### src/rtl/vga_timing_detector.sv
// vga_timing_detector: measures incoming hs/vs timing, locks to the expected mode
// and regenerates active_video_area plus x/y for the captured stream.
module vga_timing_detector #(
    parameter bit HS_POLARITY_POSITIVE = 1'b0,
    parameter bit VS_POLARITY_POSITIVE = 1'b0,
    parameter int H_TOTAL              = 800,
    parameter int H_SYNC               = 96,
    parameter int H_ACT_START          = 144,
    parameter int H_ADDR_DUR           = 640,
    parameter int V_TOTAL              = 525,
    parameter int V_ACT_START          = 35,
    parameter int V_ADDR_DUR           = 480,
    parameter int LOCK_FRAMES          = 2,
    parameter int COUNTER_WIDTH        = 11
) (
    input  logic                     clk,
    input  logic                     rst,
    input  logic                     hs,
    input  logic                     vs,
    output logic                     locked,
    output logic                     err,
    output logic                     active_video_area,
    output logic [9:0]               x,
    output logic [9:0]               y,
    output logic [COUNTER_WIDTH-1:0] h_total_meas,
    output logic [COUNTER_WIDTH-1:0] h_sync_meas,
    output logic [COUNTER_WIDTH-1:0] v_total_meas
);
    localparam logic [COUNTER_WIDTH-1:0] CMAX    = '1;
    localparam logic [COUNTER_WIDTH-1:0] H_TOT   = COUNTER_WIDTH'(H_TOTAL);
    localparam logic [COUNTER_WIDTH-1:0] H_SW    = COUNTER_WIDTH'(H_SYNC);
    localparam logic [COUNTER_WIDTH-1:0] V_TOT   = COUNTER_WIDTH'(V_TOTAL);
    localparam logic [COUNTER_WIDTH-1:0] HA0     = COUNTER_WIDTH'(H_ACT_START);
    localparam logic [COUNTER_WIDTH-1:0] HA1     = COUNTER_WIDTH'(H_ACT_START + H_ADDR_DUR);
    localparam logic [COUNTER_WIDTH-1:0] VA0     = COUNTER_WIDTH'(V_ACT_START);
    localparam logic [COUNTER_WIDTH-1:0] VA1     = COUNTER_WIDTH'(V_ACT_START + V_ADDR_DUR);
    localparam logic [COUNTER_WIDTH-1:0] GOOD_GO = COUNTER_WIDTH'(LOCK_FRAMES);

    typedef enum logic [1:0] {SEARCH, VERIFY, LOCKED} state_t;
    state_t state;

    logic hs_m, hs_s, hs_d, vs_m, vs_s, vs_d;
    logic hs_a, hs_le, hs_te, vs_le, fs, h_sat;
    logic pending, line_valid, frame_good, line_bad, frame_ok, in_area;
    logic [COUNTER_WIDTH-1:0] h_ctr, v_ctr, hs_cnt, good_cnt, h_next, v_next, hs_cnt_next;

    assign hs_a        = hs_s == HS_POLARITY_POSITIVE;
    assign hs_le       = hs_a && hs_d != HS_POLARITY_POSITIVE;
    assign hs_te       = !hs_a && hs_d == HS_POLARITY_POSITIVE;
    assign vs_le       = vs_s == VS_POLARITY_POSITIVE && vs_d != VS_POLARITY_POSITIVE;
    assign fs          = hs_le && (pending || vs_le);
    assign h_sat       = h_ctr == CMAX;
    assign h_next      = h_sat ? h_ctr : h_ctr + 1'b1;
    assign v_next      = v_ctr == CMAX ? v_ctr : v_ctr + 1'b1;
    assign hs_cnt_next = hs_cnt == CMAX ? hs_cnt : hs_cnt + 1'b1;
    // The line ending at this hs edge is judged on its length and on the sync width captured during it.
    assign line_bad    = hs_le && line_valid && !(h_next == H_TOT && h_sync_meas == H_SW);
    assign frame_ok    = v_next == V_TOT && frame_good && !line_bad;

    always_ff @(posedge clk or negedge rst) begin
        if (!rst) begin
            {hs_m, hs_s, hs_d, vs_m, vs_s, vs_d} <= '0;
            h_ctr        <= '0;
            v_ctr        <= '0;
            hs_cnt       <= '0;
            pending      <= 1'b0;
            line_valid   <= 1'b0;
            frame_good   <= 1'b0;
            h_total_meas <= '0;
            h_sync_meas  <= '0;
            v_total_meas <= '0;
        end else begin
            {hs_m, hs_s, hs_d} <= {hs, hs_m, hs_s};
            {vs_m, vs_s, vs_d} <= {vs, vs_m, vs_s};
            h_ctr  <= hs_le ? '0 : h_next;
            hs_cnt <= hs_a ? hs_cnt_next : '0;
            if (hs_te)
                h_sync_meas <= hs_cnt;
            if (hs_le) begin
                h_total_meas <= h_next;
                line_valid   <= 1'b1;
                v_ctr        <= fs ? '0 : v_next;
            end
            if (fs)
                v_total_meas <= v_next;
            pending    <= fs ? 1'b0 : pending || vs_le;
            frame_good <= fs || (frame_good && !line_bad);
        end
    end

    always_ff @(posedge clk or negedge rst) begin
        if (!rst) begin
            state    <= SEARCH;
            good_cnt <= '0;
            err      <= 1'b0;
        end else begin
            err <= 1'b0;
            case (state)
                SEARCH: if (fs) begin
                    state    <= VERIFY;
                    good_cnt <= '0;
                end
                VERIFY: if (h_sat) begin
                    state <= SEARCH;
                end else if (fs) begin
                    good_cnt <= frame_ok ? good_cnt + 1'b1 : '0;
                    if (frame_ok && good_cnt + 1'b1 == GOOD_GO)
                        state <= LOCKED;
                end
                LOCKED: if (h_sat || line_bad || (fs && !frame_ok)) begin
                    state <= SEARCH;
                    err   <= 1'b1;
                end
                default: state <= SEARCH;
            endcase
        end
    end

    assign locked            = state == LOCKED;
    assign in_area           = h_ctr >= HA0 && h_ctr < HA1 && v_ctr >= VA0 && v_ctr < VA1;
    assign active_video_area = locked && in_area;
    assign x                 = active_video_area ? 10'(h_ctr - HA0) : '0;
    assign y                 = active_video_area ? 10'(v_ctr - VA0) : '0;
endmodule

### config.mk
export PLATFORM = sky130hd
export DESIGN_NAME = vga_timing_detector
export DESIGN_NICKNAME = d
export VERILOG_FILES = /design/src/rtl/vga_timing_detector.sv
export SDC_FILE = /design/constraint.sdc
export NUM_CORES = 1
export LEC_CHECK = 0
export BUFFER_PORTS_ARGS = -buffer_cell sky130_fd_sc_hd__buf_2
export CAP_MARGIN = 10
export CELL_PAD_IN_SITES_DETAIL_PLACEMENT = 1
export CELL_PAD_IN_SITES_GLOBAL_PLACEMENT = 2
export CORE_MARGIN = 3
export CORE_UTILIZATION = 33
export DETAILED_ROUTE_END_ITERATION = 7
export PLACE_DENSITY = 0.81
export SLEW_MARGIN = 10
export SYNTH_ARGS = -nofsm -noshare
export SYNTH_HDL_FRONTEND = slang
export SYNTH_SLANG_ARGS = --single-unit
### constraint.sdc
create_clock -name clk -period 2.66 [get_ports clk]
set_clock_uncertainty 0.1 [all_clocks]
set_input_delay 0.133 -clock clk [delete_from_list [all_inputs] [get_ports clk]]
set_output_delay 0.133 -clock clk [all_outputs]
set_load 0.02 [all_outputs]
==> impl_summary.md <==
Floorplan
In this run the count of I/O pins placed on the die edge is 60. In this run the horizontal extent of the chip is 127 µm. The initial core utilization is 34.2%. Row generation in the floorplan step produced 43 rows. The die area is 16100 µm². The vertical extent of the die is 127 µm.

The core box area is 14100 µm².

Finish
The area growth from synthesis to layout is 28.0%. The net total in the final layout is 635. The total area of multi-input combinational cells is 2580 µm². Across the whole layout, storage elements account for 2240 µm². The number of antenna diodes in the final layout is 0. Of the cells placed in the final design, the portion with a size suffix greater than 1 is 29.7%. The most frequent standard cell in the layout excluding fill and tap cells is sky130_fd_sc_hd__dfrtp_1. The finished layout holds 807 standard cells, fillers aside. The number of fill cells is 1694. The library cells used most frequently in the layout, excluding fill and tap cells, are sky130_fd_sc_hd__dfrtp_1, sky130_fd_sc_hd__nor2_1, sky130_fd_sc_hd__nand2_1.

Setup path
The peak per-stage delay on the critical path is 0.55 ns. In this run the worst path has a maximum fanout of 8. The critical path starts at h_ctr[7].

Data arrives at the worst endpoint at 2.32 ns. The kind of critical path is reg -> out. The critical path goes through or4_4, a31oi_4, o2111ai_4, buf_6, nor3b_4, buf_6.

The worst register-to-register path begins at h_ctr[0]. Among the stages of the critical path, the cell type that occurs most often is sky130_fd_sc_hd__buf_6. STA classifies the critical path endpoint as a primary output. The data required time of the critical path is 2.43 ns.

The critical path startpoint category is a register. The cell type of the slowest stage on the worst timing path is sky130_fd_sc_hd__or4_4.

Place
The number of cells after detailed placement is 770. The number of buffers added on ports is 59. The HPWL after detailed placement is 9900 µm.

At the end of routability-driven placement, the weighted congestion stood at 0.872. The pre-CTS setup slack is -0.0267 ns.

Run status
The flow ran to the end, and the final reports show no timing, DRC or antenna violations.

Clock network
The count of clock tree sinks is 89. The H-tree was split into 3 levels. The CTS tree is yes. The post-CTS clock slew at the launch and capture registers of the worst setup and hold paths is 0.06 ns.

The number of buffers created by CTS is 9. The buffer type at the clock tree root is sky130_fd_sc_hd__clkbuf_16. For the worst-skew pair, the clock arrives at the later sink with an insertion delay of 0.35 ns. The deepest clock path buffer count is 2.

Route
The starting DRC count in detailed routing is 141. The count of nets left with antenna violations once routing finished came out at 0. The routed length per placed instance is 17.1 µm. For this run, the detailed router's first-pass iteration total came to 4.

The final route contains 4214 vias. After detailed routing, the total wire length is 13800 µm. The vias per cell is 5.22. The remaining routing DRC violations is 0.

Timing
The minimum clock period after layout is 2.56 ns. The final critical-path setup slack is 0.102 ns. Setup repair after global routing could not meet its margin everywhere.

The setup total negative slack is 0 ns. The worst path uses 96.2% of the clock period. The transition time at the pin with the least slew margin is 0.570 ns. The maximum frequency from static timing analysis is 391 MHz. The number of failing hold endpoints at the final stage came to 0. The number of slew-limit violations in the final report came to 0. The worst relative slew slack is 61.5%. The number of setup violations in the final report is 0.

Yosys
The average instance in the mapped netlist occupies 9.12 µm². For this run, the register share of the synthesized area comes to 46.2%. The cell count after synthesis is 529. The cell area after synthesis is 4820 µm². The number of distinct library cell variants in the gate-level netlist after synthesis is 62. The number of flops mapped to enable cells by yosys is 0. The share of flip-flops with an asynchronous set or reset after synthesis is 100%. The number of nets handed over by synthesis was 542. The total of warnings raised by yosys is 0. By area the synthesized netlist is led by sky130_fd_sc_hd__dfrtp_1, sky130_fd_sc_hd__nor2_1, sky130_fd_sc_hd__nand2_1. Of all cell types, the one taking the most synthesized area is sky130_fd_sc_hd__dfrtp_1. The number of synthesized register bits is 89. The dominant register cell in the synthesized netlist is sky130_fd_sc_hd__dfrtp_1. The share of Yosys cell area claimed by the top area cell type is 46.2%.

Pwr
The total power consumption of the routed design is 3.48 mW. The analysis attributes to cell leakage a power of 2.89 nW. The largest vdd supply drop is 0.000304 V. Power spread over the standard cell area amounts to 563 nW/µm².

Global route
For this run the aggregate overflow at the end of global routing stands at 0. The number of global-route vias before repair is 4250. Global routing consumed, on the met2 layer, 28.0% of the routing resources.

The layer with the highest usage is met2. The global-route wire length before repair is 22400 µm. The initial antenna violation count was 0. For met1 alone, demand over resource in global routing was 23.0%.

The total global routing track utilization is 17.4%. Global routing consumed, on the met3 layer, 4.63% of the routing resources. The maximum number of pins on one net before global-route repair is 47.

Worst hold path
The path class of the tightest hold or removal check is in -> async.

Flow run
The max-cap check violation count is 0.
-- cell usage after synthesis (all sizes together), types with 9 or more instances --
cell	n
buf	19
nor2b	10
nand3	15
o2111ai	10
xnor2	26
mux2	11
ha	9
dfrtp	89
inv	12
and2	12
o21ai	43
nand2	69
nor2	72
a21oi	13
nand4	15
xor2	9
clkbuf	13
-- kinds of logic after synthesis --
group | Yosys count | synth area share, %
AND/OR/NAND/NOR | 243 | 25.3
AO/OA/AOI/OAI | 94 | 12.5
flip-flops | 89 | 46.2
buffers and inverters | 44 | 3.92
XOR/XNOR | 35 | 6.35
multiplexers | 15 | 3.48
adder cells (fa/ha/maj) | 9 | 2.33
-- routing by layer --
| layer | up-vias | share of wire (%) |
|---|---|---|
| met3 | 19 | 5.3 |
| met5 | - | 0 |
| met2 | 88 | 48 |
| met1 | 2070 | 45 |
| li1 | 2037 | - |
| met4 | 0 | 1.7 |
-- repair_timing --
action,in CTS,in global routing
hold buffers,3,0
hold endpoints to repair,45,0
setup endpoints to repair,32,34
cloned,1,0
setup buffers,5,12
pin swaps,2,13
gates resized for setup,28,29
-- final timing paths --
| check | end | slack (ns) | cells past startpoint |
|---|---|---|---|
| min in group clk | vs_s | 0.25 | 0 |
| max in group asynchronous | v_ctr[1] | 1.60 | 3 |
| max | x[7] | 0.10 | 6 |
| min reg2reg | vs_s | 0.25 | 0 |
| max reg2reg | state[1] | 0.14 | 9 |
| min | h_ctr[4] | 0.21 | 2 |
-- power breakdown --
part           switching [mW]  internal (mW)  leakage (nW)
Sequential             0.0854           1.44          1.18
Clock                   0.559          0.829         0.153
Combinational           0.340          0.223          1.56
-- sequential cells by signal, summed over array words and instances, names as in the netlist --
name / flops
hs_s: 1
hs_cnt: 11
vs_d: 1
frame_good: 1
state: 2
h_total_meas: 11
good_cnt: 11
h_sync_meas: 11
err: 1
v_total_meas: 11
line_valid: 1
vs_s: 1
hs_m: 1
h_ctr: 11
hs_d: 1
v_ctr: 11
vs_m: 1
pending: 1
-- worst max-delay path, delay by kind of cell, from the launching register on --
kind	cells	cell delay, ns
buf+inv	2	0.34
simple gates	2	0.75
compound gates	2	0.41
flops	1	0.46
-- metrics by stage --
step | cell area, µm² | utilization, % | hold slack [ns]
after floorplan | 4820 | - | -0.263
after global placement | 5480 | 38.9 | 0.0720
after detailed placement | 5480 | 38.9 | 0.0748
after CTS | 5970 | 42.4 | 0.232
after global routing | 6180 | 43.8 | 0.256
final | 6180 | 43.8 | 0.214
-- area by class of cell --
cell class | instances | area share [%]
clock inverters | 6 | 1.46
well taps | 180 | 3.65
inverters | 12 | 0.729
clock buffers | 10 | 3.71
multi-input cells | 396 | 41.8
flip-flops and latches | 89 | 36.3
repair buffers | 114 | 12.4
Note: power is estimated with default switching activity, not from simulation.
